### config.mk
export PLATFORM = sky130hd
export DESIGN_NAME = nibble_serial_adder_flat
export DESIGN_NICKNAME = d
export VERILOG_FILES = /design/src/rtl/nibble_serial_adder_pkg.sv /design/src/rtl/nibble_serial_adder_if.sv /design/src/rtl/nibble_serial_adder_csa.sv /design/src/rtl/nibble_serial_adder.sv /design/src/flat_wrapper.sv
export SDC_FILE = /design/constraint.sdc
export NUM_CORES = 1
export LEC_CHECK = 0
export CAP_MARGIN = 15
export CORE_UTILIZATION = 36
export DETAILED_ROUTE_END_ITERATION = 6
export PLACE_DENSITY = 0.57
export SYNTH_ARGS = -nofsm -noshare
export SYNTH_HDL_FRONTEND = slang
export SYNTH_HIERARCHICAL = 1
export SYNTH_SLANG_ARGS = --single-unit
### constraint.sdc
create_clock -name clk -period 4.43 [get_ports clk]
set_input_delay 0.443 -clock clk [delete_from_list [all_inputs] [get_ports clk]]
set_output_delay 0.443 -clock clk [all_outputs]
set_load 0.005 [all_outputs]
### src/rtl/nibble_serial_adder_pkg.sv
// Shared definitions for the nibble-serial adder: slice width, FSM encoding
// and a width helper for the nibble index counter.
package nibble_serial_adder_pkg;

    localparam int NIBBLE_W = 4;

    typedef enum logic [1:0] {
        ST_IDLE = 2'd0,
        ST_RUN  = 2'd1,
        ST_DONE = 2'd2
    } state_e;

    // Ceiling log2, never less than 1 so a single-nibble build still has an index bit.
    function automatic int clog2(input int value);
        int r;
        r = 0;
        while ((1 << r) < value) r++;
        return (r < 1) ? 1 : r;
    endfunction

endpackage

### src/rtl/nibble_serial_adder_if.sv
// Operand and result handshakes of the nibble-serial adder; the producer/consumer
// side uses the master modport, the adder uses the slave modport.
interface nibble_serial_adder_if #(
    parameter int WIDTH = 16
);
    logic             in_valid;
    logic             in_ready;
    logic [WIDTH-1:0] a;
    logic [WIDTH-1:0] b;
    logic             cin;
    logic             out_valid;
    logic             out_ready;
    logic [WIDTH-1:0] sum;
    logic             cout;

    modport master (
        output in_valid, a, b, cin, out_ready,
        input  in_ready, out_valid, sum, cout
    );

    modport slave (
        input  in_valid, a, b, cin, out_ready,
        output in_ready, out_valid, sum, cout
    );
endinterface

### src/rtl/nibble_serial_adder_csa.sv
// 4-bit carry-select adder slice: the low pair ripples from cin, the high pair is
// precomputed for both carries and selected by the low-pair carry.
module carrySelectAdder4bit (
    input  logic [3:0] a,
    input  logic [3:0] b,
    input  logic       cin,
    output logic [3:0] sum,
    output logic       cout
);
    logic [2:0] lo;
    logic [2:0] hi0;
    logic [2:0] hi1;

    assign lo   = {1'b0, a[1:0]} + {1'b0, b[1:0]} + {2'b00, cin};
    assign hi0  = {1'b0, a[3:2]} + {1'b0, b[3:2]};
    assign hi1  = hi0 + 3'd1;
    assign sum  = {(lo[2] ? hi1[1:0] : hi0[1:0]), lo[1:0]};
    assign cout = lo[2] ? hi1[2] : hi0[2];
endmodule

### src/rtl/nibble_serial_adder.sv
// Serial WIDTH-bit adder: one 4-bit carry-select slice is reused for NIBBLES
// cycles, LSB nibble first, with the nibble carry held between cycles.
module nibble_serial_adder
    import nibble_serial_adder_pkg::*;
#(
    parameter int WIDTH = 16
) (
    input  logic                  clk,
    input  logic                  reset,
    nibble_serial_adder_if.slave  bus,
    output logic                  busy
);
    localparam int NIBBLES = WIDTH / NIBBLE_W;
    localparam int IDX_W   = clog2(NIBBLES);
    localparam logic [IDX_W-1:0] LAST_IDX = IDX_W'(NIBBLES - 1);

    state_e           state_q;
    logic [IDX_W-1:0] idx_q;
    logic             carry_q;
    logic             cout_q;
    logic             out_valid_q;
    logic             busy_q;
    logic [WIDTH-1:0] sum_q;
    logic [WIDTH-1:0] a_sh_q;
    logic [WIDTH-1:0] b_sh_q;

    logic [WIDTH-1:0] sum_d;
    logic [WIDTH-1:0] a_sh_d;
    logic [WIDTH-1:0] b_sh_d;
    logic [3:0]       slice_sum;
    logic             slice_cout;

    carrySelectAdder4bit u_slice (
        .a    (a_sh_q[NIBBLE_W-1:0]),
        .b    (b_sh_q[NIBBLE_W-1:0]),
        .cin  (carry_q),
        .sum  (slice_sum),
        .cout (slice_cout)
    );

    // Each slice result enters at the MSB end, so after NIBBLES shifts nibble 0 sits at the LSB.
    always_comb begin
        sum_d  = (sum_q >> NIBBLE_W) | (WIDTH'(slice_sum) << (WIDTH - NIBBLE_W));
        a_sh_d = a_sh_q >> NIBBLE_W;
        b_sh_d = b_sh_q >> NIBBLE_W;
    end

    // NOTE: non-blocking assignments keep every register sampling pre-edge values.
    always_ff @(posedge clk) begin
        if (reset) begin
            state_q     <= ST_IDLE;
            idx_q       <= '0;
            carry_q     <= 1'b0;
            cout_q      <= 1'b0;
            out_valid_q <= 1'b0;
            busy_q      <= 1'b0;
            sum_q       <= '0;
        end else begin
            case (state_q)
                ST_IDLE: begin
                    if (bus.in_valid) begin
                        carry_q <= bus.cin;
                        idx_q   <= '0;
                        busy_q  <= 1'b1;
                        state_q <= ST_RUN;
                    end
                end
                ST_RUN: begin
                    sum_q   <= sum_d;
                    carry_q <= slice_cout;
                    idx_q   <= idx_q + 1'b1;
                    if (idx_q == LAST_IDX) begin
                        cout_q      <= slice_cout;
                        out_valid_q <= 1'b1;
                        state_q     <= ST_DONE;
                    end
                end
                ST_DONE: begin
                    if (bus.out_ready) begin
                        out_valid_q <= 1'b0;
                        busy_q      <= 1'b0;
                        state_q     <= ST_IDLE;
                    end
                end
                default: state_q <= ST_IDLE;
            endcase
        end
    end

    // NOTE: operand shift registers carry no reset; they are always loaded on accept before use.
    always_ff @(posedge clk) begin
        if (state_q == ST_IDLE && bus.in_valid && !reset) begin
            a_sh_q <= bus.a;
            b_sh_q <= bus.b;
        end else if (state_q == ST_RUN) begin
            a_sh_q <= a_sh_d;
            b_sh_q <= b_sh_d;
        end
    end

    assign bus.in_ready  = (state_q == ST_IDLE) && !reset;
    assign bus.out_valid = out_valid_q;
    assign bus.sum       = sum_q;
    assign bus.cout      = cout_q;
    assign busy          = busy_q;

endmodule

### src/flat_wrapper.sv
// flat-port wrapper written by rule: the top's interface ports become plain ports
module nibble_serial_adder_flat import nibble_serial_adder_pkg::*;
#(
    parameter int WIDTH = 16
)
  (clk, reset, busy, bus_in_valid, bus_a, bus_b, bus_cin, bus_out_ready, bus_in_ready, bus_out_valid, bus_sum, bus_cout);
  nibble_serial_adder_if #(.WIDTH(WIDTH)) bus_i ();
  input  logic clk;
  input  logic reset;
  output logic busy;
  input wire logic [$bits(bus_i.in_valid)-1:0] bus_in_valid;
  input wire logic [$bits(bus_i.a)-1:0] bus_a;
  input wire logic [$bits(bus_i.b)-1:0] bus_b;
  input wire logic [$bits(bus_i.cin)-1:0] bus_cin;
  input wire logic [$bits(bus_i.out_ready)-1:0] bus_out_ready;
  output wire logic [$bits(bus_i.in_ready)-1:0] bus_in_ready;
  output wire logic [$bits(bus_i.out_valid)-1:0] bus_out_valid;
  output wire logic [$bits(bus_i.sum)-1:0] bus_sum;
  output wire logic [$bits(bus_i.cout)-1:0] bus_cout;
  assign bus_i.in_valid = bus_in_valid;
  assign bus_i.a = bus_a;
  assign bus_i.b = bus_b;
  assign bus_i.cin = bus_cin;
  assign bus_i.out_ready = bus_out_ready;
  assign bus_in_ready = bus_i.in_ready;
  assign bus_out_valid = bus_i.out_valid;
  assign bus_sum = bus_i.sum;
  assign bus_cout = bus_i.cout;
  nibble_serial_adder #(.WIDTH(WIDTH)) u_core (.clk(clk), .reset(reset), .bus(bus_i), .busy(busy));
endmodule
After elaboration in Yosys (flattened, before gate mapping)
Cells that the tools add are included.
Cells by class
  $add $sub $neg: 5
  equal/unequal tests: 6
  mux-type cells: 19
  bitwise operators: 1
  reductions and logical operators: 14
Operators with widths (count)
  16-bit two-way mux: 4
  12-bit by 16-bit OR with 16-bit output: 1
  2-bit two-way mux: 5
  3-bit AND reduction: 3
  2-bit nonzero test: 4
  2-bit by 2-bit adder with 3-bit output: 2
  1-bit one-hot mux with 2 select lines: 3
  2-bit one-hot mux with 3 select lines: 1
  1-bit two-way mux: 5
  2-bit equality test, second input constant: 2
  2-bit inequality test, second input constant: 2
  2-bit one-hot mux with 2 select lines: 1
  2-bit AND reduction: 2
  3-bit by 1-bit adder with 3-bit output: 1
  3-bit by 1-bit adder with 3-bit output, second input constant: 1
  1-bit logical AND: 3
  2-bit by 1-bit adder with 2-bit output, second input constant: 1
  2-bit by 1-bit equality test with 1-bit output, second input constant: 1
  2-bit logical NOT: 1
  2-bit by 1-bit inequality test with 1-bit output, second input constant: 1
  1-bit logical NOT: 1
Storage, ports and cells
  bits in registers: 56

Logic depth before layout (Yosys ltp)
  word-level depth: 4
  mapped depth: 9
  depth with buffers taken out: 9

By module
The synthesis kept the hierarchy.
Modules (own cells, without submodules)
  nibble_serial_adder: times used 1, cells an instance 181, area each 2364.8 um^2, sequential area each 1441.4 um^2
  carrySelectAdder4bit: times used 1, cells an instance 19, area each 151.4 um^2, sequential area each 0.0 um^2

Worst setup path before layout
OpenSTA, ideal clock, no wires.
  path kind: input-to-reg
  start: in reset
  end: reg u_core.a_sh_q[0] (enable)
  data arrival time: 2.082 ns
  required time: 4.036 ns
  slack: 1.954 ns
  stages on the path: 6
  cells stage by stage: buf_2 -> nor3_4 -> and2_4 -> buf_12 -> buf_12 -> nand2b_1
On the way
  cells in the longest elaborated chain, start to end: 3
RTL lines
  start, declared: line flat_wrapper.sv:9  | input logic reset;
  1-bit logical NOT: line nibble_serial_adder.sv:92  | if (state_q == ST_IDLE && bus.in_valid && !reset) begin
  1-bit logical AND: line nibble_serial_adder.sv:92
  2-bit nonzero test (no source line)
  end signal, assigned: line nibble_serial_adder.sv:93  | a_sh_q <= bus.a;
  end signal, assigned: line nibble_serial_adder.sv:96  | a_sh_q <= a_sh_d;
  end, declared: line nibble_serial_adder.sv:24  | logic [WIDTH-1:0] a_sh_q;
No other way between the ends.
A chain may end at the register's enable or synchronous reset.

Final worst setup path
  start: in reset
  end: reg u_core.b_sh_q[8] (enable)
On the way
  cells in the longest elaborated chain, start to end: 3
RTL lines
  1-bit logical NOT: line nibble_serial_adder.sv:92
  1-bit logical AND: line nibble_serial_adder.sv:92
  2-bit nonzero test (no source line)
  end signal, assigned: line nibble_serial_adder.sv:94  | b_sh_q <= bus.b;
  end signal, assigned: line nibble_serial_adder.sv:97  | b_sh_q <= b_sh_d;
  end, declared: line nibble_serial_adder.sv:25  | logic [WIDTH-1:0] b_sh_q;
No other way between the ends.

==> results_dict.tcl <==
set metrics [dict create \
    grt.overflow.total 0 \
    hold_depth 2 \
    finClkSkew_ns 0.00423 \
    fmax_ghz 0.410 \
    grt_pass1_wl_mm 7.09 \
    grt_start_max_net_pins 33 \
    antenna_found_initial 0 \
    place_congestion 0.710 \
    p_per_area_nw_per_um2 349 \
    worst_pin_slew_ns 0.689 \
    critPathRequiredTime_ns 4.40 \
    rrSetupSlack_ns 2.22 \
    wirelength_mm 4.32 \
    netSwitchingPower_mw 0.248 \
    syn_nets 243 \
    yosys_warnings 6 \
    end_kind "flop" \
    rsz0062_at_grt "false" \
    rows 30 \
    drv_slew 0 \
    crit_slowest_cell "and2_4" \
    first_iter_violations 67 \
    routedWlPerCell_um 13.0 \
    syn_inst 200 \
    grt_pass1_vias 1488 \
    p_leak_nw 1.20 \
    power_frac_seq 0.546 \
    final_util 0.474 \
    outcome "finished clean" \
    path_cells "clkdlybuf4s50_1 > buf_4 > nor3_4 > and2_4 > nand2b_1 > buf_4" \
    die_w_um 85.6 \
    n_antenna_cell 0 \
    min_from "u_core/bus.sum[1]" \
    slew_headroom 0.541 \
    worstReg2RegEnd "u_core/b_sh_q[8]" \
    dpl.hpwl_mm 3.08 \
    clock_sinks 56 \
    cts_buffer_depth 2 \
    start_kind "input port" \
    maxCapViolations 0 \
    min_to "u_core/bus.sum[1]" \
    cts-buffers-inserted 5 \
    ys_seq_elements 56 \
    drive_gt1_frac 0.178 \
    reg2reg_from "u_core/state_q[0]" \
    start_util 0.372 \
    hold_path_class "reg -> reg" \
    areaGrowthSynthToFinish_pct 27.3 \
    die_y_um 85.6 \
    clk_pin_slew_ns 0.09 \
    period_minus_slack_ns 2.44 \
    synthesis.area_sq_um 2520 \
    drtPass1Iterations 4 \
    cp_common_cell "buf_4" \
    cp_max_fo 32 \
    yosysUniqueCellTypes 31 \
    cp_top_family "buffers and inverters" \
    intPower_mw 0.872 \
    die-area_sq_um 7330 \
    nets 295 \
    switching_share 0.221 \
    clkPwrFrac 0.300 \
    hold_slack_ns 0.459 \
    combPwrFrac 0.154 \
    cts_hold_buf 0 \
    worstSkewPairLatency_ns 0.30 \
    finalCritPeriodShare 0.551 \
    num_io_pins 57 \
    grt_usage 0.127 \
    yosysSeqAreaShare 0.573 \
    cts_tree "yes" \
    core_sq_um 6760 \
    post-cts-setup-buffers 0 \
    path_buf_inv 3 \
    cts-root-buf "clkbuf_8" \
    vias 1557 \
    final-hold-violation-count 0 \
    crit_type "in -> reg" \
    vdd_drop_max_uv 111 \
    cts.repair.resized 0 \
    reg2reg_depth 4 \
    cpPeakStageDelay_ns 0.49 \
    syn_avg_cell_area_sq_um 12.6 \
    finalSetupViolations 0 \
    viasPerCell 4.68 \
    io_buffers 56 \
    cts.htree.levels 2 \
    route.detailed.drc 0 \
    ant_nets 0 \
    cp.arrival_ns 2.41 \
    tns_ns 0 \
]
Yosys cell counts:
master / n / share of area
nor2b_1: 1 / 0.0025
a22oi_1: 2 / 0.0060
inv_1: 11 / 0.016
nor3b_1: 1 / 0.0030
a2bb2oi_1: 1 / 0.0035
fa_1: 3 / 0.024
nand3_1: 1 / 0.0020
nand2_1: 34 / 0.051
nor3_4: 1 / 0.0065
nor4b_1: 1 / 0.0035
edfxtp_1: 32 / 0.38
buf_2: 4 / 0.0080
mux2_2: 5 / 0.022
and2_4: 1 / 0.0035
o21bai_1: 2 / 0.0060
clkbuf_1: 5 / 0.0075
xor2_1: 2 / 0.0070
and3_2: 8 / 0.024
o21ai_0: 2 / 0.0040
buf_6: 1 / 0.0045
mux2_4: 19 / 0.11
mux2i_1: 1 / 0.0040
buf_12: 3 / 0.024
dfxtp_1: 24 / 0.19
nand2b_1: 3 / 0.0075
nand2_2: 1 / 0.0025
ha_1: 3 / 0.015
and2b_1: 1 / 0.0030
nor2_1: 6 / 0.0090
a21oi_1: 19 / 0.038
a2111oi_0: 2 / 0.0070
worst max path at each step:
stage               startpoint  slack, ns                end  depth (start not counted)
floorplan                reset       1.95   u_core/a_sh_q[0]                          6
global placement         reset       1.67  u_core/a_sh_q[12]                          6
detailed placement       reset       1.64  u_core/a_sh_q[15]                          6
CTS                      reset       1.96  u_core/a_sh_q[15]                          6
global route             reset       1.84   u_core/a_sh_q[9]                          6
finish                   reset       1.99   u_core/b_sh_q[8]                          6
logic make-up after synthesis:
kind of cell | after synthesis | share of synthesized area
flops | 56 | 0.573
compound gates | 28 | 0.0641
mux | 25 | 0.140
fa+ha+maj | 6 | 0.0388
xor+xnor | 2 | 0.00696
buf+inv | 24 | 0.0602
simple gates | 59 | 0.117
tightest hold or removal path: cells and delay by family (launching register included):
family             cells  cell delay (ns)
DFF                    1             0.32
and+or+nand+nor        1             0.05
AOI/OAI and AO/OA      1             0.05
registers in the layout (all words and copies together), names as in the netlist, 2 cells and up:
register        cells
u_core/a_sh_q      16
u_core/b_sh_q      16
u_core/bus.sum     16
u_core/idx_q        2
u_core/state_q      2
placed cells by master, fill, tap and decap left out, drive strengths merged, types with 2 or more instances in the layout:
master and count:
a2111oi 2, o21bai 2, edfxtp 32, mux2 24, nand2b 3, o21ai 2, and3 8, inv 11
a21oi 19, fa 3, nor2 6, nand2 35, ha 3, clkbuf 8, a22oi 2, xor2 2
clkdlybuf4s50 56, buf 2, dfxtp 24
final cells by class:
type	count	area, sq um
fill	629	3550
sequential	56	1440
multi-input combinational	120	923
timing repair buffer	58	576
clock buffer	8	121
tap	80	100
inverter	11	41.3
power by group through the flow:
stage	combinational [mW]	clock, mW	sequential, mW
3_3_place_gp	0.171	0	0.623
2_1_floorplan	0.111	0	0.620
3_5_place_dp	0.176	0	0.625
6_report	0.172	0.336	0.611
5_1_grt	0.190	0.366	0.617
4_1_cts	0.176	0.346	0.612
per-layer routing:
metal / global-route usage / vias to the layer above / wire, um
li1: - / 790 / -
met1: 0.156 / 724 / 1920
met2: 0.212 / 37 / 2150
met3: 0.0346 / 6 / 181
met4: 0.0500 / 0 / 70
met5: 0 / - / 0
stage by stage:
stage	cells	setup WS, ns	area [sq um]	total power [mW]
global placement	325	1.67	3080	0.794
detailed placement	325	1.64	3080	0.800
global route	333	1.84	3200	1.17
finish	333	1.99	3200	1.12
floorplan	200	1.95	2520	0.731
CTS	333	1.96	3200	1.13
No activity file was read; power rests on OpenSTA's default activity.
